[config.mk]
export PLATFORM = sky130hd
export DESIGN_NAME = xor_mux_serial
export DESIGN_NICKNAME = d
export VERILOG_FILES = /design/src/rtl/xor_mux_pkg.sv /design/src/rtl/mux.sv /design/src/rtl/xor_mux_cell.sv /design/src/rtl/xor_mux_serial.sv
export SDC_FILE = /design/constraint.sdc
export NUM_CORES = 1
export LEC_CHECK = 0
export CAP_MARGIN = 20
export CORE_AREA = 8 8 77 65
export DETAILED_ROUTE_END_ITERATION = 10
export DIE_AREA = 0 0 85 73
export GPL_ROUTABILITY_DRIVEN = 0
export PLACE_DENSITY = 0.75
export SLEW_MARGIN = 20
export SYNTH_ARGS = -nofsm -noshare
export SYNTH_HDL_FRONTEND = slang
export SYNTH_SLANG_ARGS = --single-unit
[constraint.sdc]
create_clock -name clk -period 1.3 [get_ports clk]
set_input_delay 0.26 -clock clk [delete_from_list [all_inputs] [get_ports clk]]
set_output_delay 0.26 -clock clk [all_outputs]
set_load 0.02 [all_outputs]
[src/rtl/xor_mux_pkg.sv]
// Shared types for the bit-serial mux-built XOR / parity engine.
package xor_mux_pkg;

    typedef enum logic [1:0] {
        IDLE = 2'd0,
        RUN  = 2'd1,
        DONE = 2'd2
    } state_t;

endpackage : xor_mux_pkg

[src/rtl/mux.sv]
// 2:1 multiplexer: y = sel ? d1 : d0. Primitive the XOR cell is built from.
module mux (
    input  logic d0_i,
    input  logic d1_i,
    input  logic sel_i,
    output logic y_o
);

    assign y_o = sel_i ? d1_i : d0_i;

endmodule : mux

[src/rtl/xor_mux_cell.sv]
// 1-bit XOR composed only of two muxes and the constants 0 and 1.
module xor_mux_cell (
    input  logic a_i,
    input  logic b_i,
    output logic o_o
);

    logic nb;

    // nb = !b, then a selects between b and !b
    mux u_inv (
        .d0_i  (1'b1),
        .d1_i  (1'b0),
        .sel_i (b_i),
        .y_o   (nb)
    );

    mux u_sel (
        .d0_i  (b_i),
        .d1_i  (nb),
        .sel_i (a_i),
        .y_o   (o_o)
    );

endmodule : xor_mux_cell

[src/rtl/xor_mux_serial.sv]
// Bit-serial XOR of two WIDTH-bit words, LANES bits per cycle, with parity of
// the result; valid/ready on both the operand and the result side.
module xor_mux_serial
    import xor_mux_pkg::*;
#(
    parameter int unsigned WIDTH      = 8,
    parameter int unsigned LANES      = 2,
    parameter bit          ODD_PARITY = 1'b0
) (
    input  logic             clk,
    input  logic             rst_n,
    input  logic             up_valid,
    output logic             up_ready,
    input  logic [WIDTH-1:0] up_a,
    input  logic [WIDTH-1:0] up_b,
    output logic             down_valid,
    input  logic             down_ready,
    output logic [WIDTH-1:0] down_y,
    output logic             down_parity
);

    localparam int unsigned STEPS = (LANES == 0) ? 1 : (WIDTH / LANES);
    localparam int unsigned CNT_W = $clog2(STEPS + 1);

    if (WIDTH < 1 || LANES < 1 || (LANES > 0 && (WIDTH % LANES) != 0)) begin : g_bad_cfg
        $error("xor_mux_serial: WIDTH must be >= 1 and divisible by LANES");
    end

    state_t             state_q;
    logic [WIDTH-1:0]   a_q, b_q, y_q;
    logic [WIDTH-1:0]   a_d, b_d, y_d;
    logic [CNT_W-1:0]   cnt_q;
    logic               par_q, par_d;
    logic               up_ready_q, down_valid_q, down_parity_q;
    logic [LANES-1:0]   lane_y;

    // Per-lane XOR plus a ripple of XOR cells folding lane bits into parity
    for (genvar i = 0; i < LANES; i++) begin : g_lane
        logic p_in;
        logic p_out;

        xor_mux_cell u_xor (
            .a_i (a_q[i]),
            .b_i (b_q[i]),
            .o_o (lane_y[i])
        );

        if (i == 0) begin : g_head
            assign p_in = par_q;
        end else begin : g_link
            assign p_in = g_lane[i-1].p_out;
        end

        xor_mux_cell u_par (
            .a_i (p_in),
            .b_i (lane_y[i]),
            .o_o (p_out)
        );
    end

    assign par_d = g_lane[LANES-1].p_out;

    // Operands drain from the LSB; results enter at the MSB so the first
    // lane group ends up at the bottom after STEPS shifts.
    if (LANES < WIDTH) begin : g_shift
        assign a_d = {{LANES{1'b0}}, a_q[WIDTH-1:LANES]};
        assign b_d = {{LANES{1'b0}}, b_q[WIDTH-1:LANES]};
        assign y_d = {lane_y, y_q[WIDTH-1:LANES]};
    end else begin : g_single
        assign a_d = '0;
        assign b_d = '0;
        assign y_d = lane_y;
    end

    always_ff @(posedge clk or negedge rst_n) begin
        if (!rst_n) begin
            state_q       <= IDLE;
            a_q           <= '0;
            b_q           <= '0;
            y_q           <= '0;
            cnt_q         <= '0;
            par_q         <= 1'b0;
            up_ready_q    <= 1'b1;
            down_valid_q  <= 1'b0;
            down_parity_q <= 1'b0;
        end else begin
            case (state_q)
                IDLE: begin
                    if (up_valid && up_ready_q) begin
                        a_q        <= up_a;
                        b_q        <= up_b;
                        cnt_q      <= '0;
                        par_q      <= 1'b0;
                        up_ready_q <= 1'b0;
                        state_q    <= RUN;
                    end
                end
                RUN: begin
                    a_q   <= a_d;
                    b_q   <= b_d;
                    y_q   <= y_d;
                    par_q <= par_d;
                    cnt_q <= cnt_q + CNT_W'(1);
                    if (cnt_q == CNT_W'(STEPS - 1)) begin
                        down_valid_q  <= 1'b1;
                        down_parity_q <= ODD_PARITY ? ~par_d : par_d;
                        state_q       <= DONE;
                    end
                end
                DONE: begin
                    if (down_ready) begin
                        down_valid_q <= 1'b0;
                        up_ready_q   <= 1'b1;
                        state_q      <= IDLE;
                    end
                end
                default: begin
                    state_q <= IDLE;
                end
            endcase
        end
    end

    assign up_ready    = up_ready_q;
    assign down_valid  = down_valid_q;
    assign down_y      = y_q;
    assign down_parity = down_parity_q;

endmodule : xor_mux_serial

==> impl_metrics.ini <==
[run_status]
outcome = finished, violations left
violations = setup timing

[die]
initial_utilization_pct = 39.0
die-area_um2 = 6210
rows = 20
die_h_um = 73
io_pins = 31
dieWidth_um = 85
core-area_um2 = 3730

[routing]
finalWirelength_mm = 3.08
drt-initial-drc-count = 40
vias_per_cell = 4.91
num_vias = 1075
dr.pass1.iters = 4
drc = 0
wl_per_cell_um = 14.1
antenna_left = 0

[sta]
period_share_pct = 109
min_period_ns = 1.42
fin_setup_tns_ns = -1.11
skew_ns = 0.00236
relSlewSlack_pct = 77.7
rsz0062_at_grt = true
drv_slew = 0
fmax_mhz = 705
hold_viol = 0
worst_slew_pin_slew_ns = 0.333
worst_slack_ns = -0.118
setup_viol = 13

[placement]
dp_hpwl_mm = 2.16
io_buffers = 30
dpl.cell_count = 207

[worst_setup_path]
max_stage_delay_ns = 0.54
crit_start = up_ready
cp_num_buf_inv = 1
criticalPathCategory = flip-flop to output pin
endpoint = up_ready
crit_chain = dlygate4sd2_1
r2r_cells = 4
worstReg2RegStart = up_ready
r2r_end = a_q[1]
worstPathRequired_ns = 1.04
crit_cells = 1
crit_path_end_kind = output pin
worst_setup_path_start_kind = flip-flop
crit_arrival_ns = 1.16
cpLargestDelayFamily = flip-flops
reg2reg_slack_ns = -0.10
cpMaxStageDelayCell = dfstp_2
path_max_fanout = 3

[clock_network]
cts_buffers = 5
clk_latency_ns = 0.28
cts_root_buffer = clkbuf_8
cts_buffer_depth = 2
clk_pin_slew_ns = 0.06
htree_levels = 2
ctsHoldBuffers = 0
cts_sinks = 33
cts_tree = built

[yosys]
synth_fp_nets = 153
synth_cells = 131
ys_seq_elements = 33
ys_seq_area_share_pct = 56.8
yosysMostFrequentCell = dfrtp_1
dominantRegCellSynth = dfrtp_1
syn_area_um2 = 1460
synthArstFlopShare_pct = 100
synth_warnings = 0
synth_area_leaders = dfrtp_1 55%, mux2i_1 8.3%, a21oi_1 5.2%
synth_top_cell_area_share_pct = 55.0
synth.distinct_cells = 22
synth_edf_count = 0
yosys.area.top_type = dfrtp_1
syn_avg_cell_area_um2 = 11.1
yosys-top-cells-count = 32 x dfrtp_1, 15 x a21oi_1, 15 x nand2_1

[final_layout]
seqCellArea_um2 = 827
fin_nets = 196
area_growth_pct = 39.9
num_antenna_cells = 0
drive_above_1_share_pct = 20.6
stdcell_count = 219
multiInputGateArea_um2 = 589
n_fill_cell = 314

[global_routing]
grt_pass1_wl_mm = 5.24
grt_pass1_vias = 1128
grt_usage_pct = 10.9
grt_overflow = 0
antenna_found_initial = 0
grt_max_degree = 29

[pwr]
power_density_nw_per_um2 = 903
peakVddDrop_mv = 0.385
p_leak_nw = 0.889

[min_path]
hold_path.class = input port to async pin

[run]
max_cap_viol_count = 0
## placed cells by master (no fill, tap or decap), drive strengths merged, types with 6 or more instances in the layout
cell           instances
nor2                  13
o21ai                 10
clkdlybuf4s50         19
mux2                   6
clkbuf                 8
dfrtp                 32
nand2                 15
dlygate4sd2           10
buf                   14
mux2i                 12
a21oi                 15
## worst min path at each step
stage	from	to	slack, ns	depth (start not counted)
2_1_floorplan	rst_n	a_q[0]	-0.04	0
3_5_place_dp	down_parity	down_parity	0.48	2
6_report	rst_n	down_parity	0.24	1
5_1_grt	rst_n	down_valid	0.25	1
4_1_cts	rst_n	down_parity	0.24	1
3_3_place_gp	down_parity	down_parity	0.47	2
## flip-flops by register name (all words and copies together) (netlist names)
| signal | count |
|---|---|
| a_q | 8 |
| b_q | 8 |
| cnt_q | 3 |
| down_parity | 1 |
| down_valid | 1 |
| down_y | 8 |
| g_lane.p_in | 1 |
| state_q | 2 |
| up_ready | 1 |
## metal layers
metal  track usage (%)  wire length, um
met1              12.1             1360
met2              17.0             1460
met3              4.72              203
met4              6.50               60
met5                 0                0
## report_power, final
group | switching [W] | internal (W)
sequential | 0 | 0.00103
clock | 0.000340 | 0.000380
combinational | 0.0000331 | 0.0000576
total | 0.000373 | 0.00146
## kinds of logic (layout without fill, tap and decap cells)
group	after synthesis	in the layout	share of synthesized area (%)
fa+ha+maj	2	2	1.72
simple gates	32	32	9.54
compound gates	30	30	10.9
flops	33	33	56.8
xor+xnor	3	3	2.75
buf+inv	13	57	5.33
mux	18	18	12.9
## cell type report
class / instances / area share (%)
repair buffers: 44 / 22.9
clock buffers: 8 / 3.93
flip-flops and latches: 33 / 40.6
multi-input cells: 85 / 28.9
inverters: 5 / 0.922
well taps: 44 / 2.70
## stage by stage
stage               hold slack, ns  cell area, um^2  total power [W]  setup WS [ns]  utilization (%)
finish                       0.242             2040          0.00184         -0.118             54.6
global route                 0.254             2040          0.00192         -0.168             54.6
CTS                          0.243             1980          0.00186         -0.128             53.2
detailed placement           0.475             1860          0.00114         -0.282             50.0
global placement             0.465             1860          0.00114         -0.254             50.0
floorplan                  -0.0356             1460          0.00105         -0.129                -
## timing repair
item,4_1_cts,5_1_grt
pin swaps,2,3
resized for setup,15,17
setup endpoints to repair,26,21
gates cloned,1,0
endpoints found under the hold margin,0,0
setup buffers,3,0
Power figures use the tool's default switching activity.
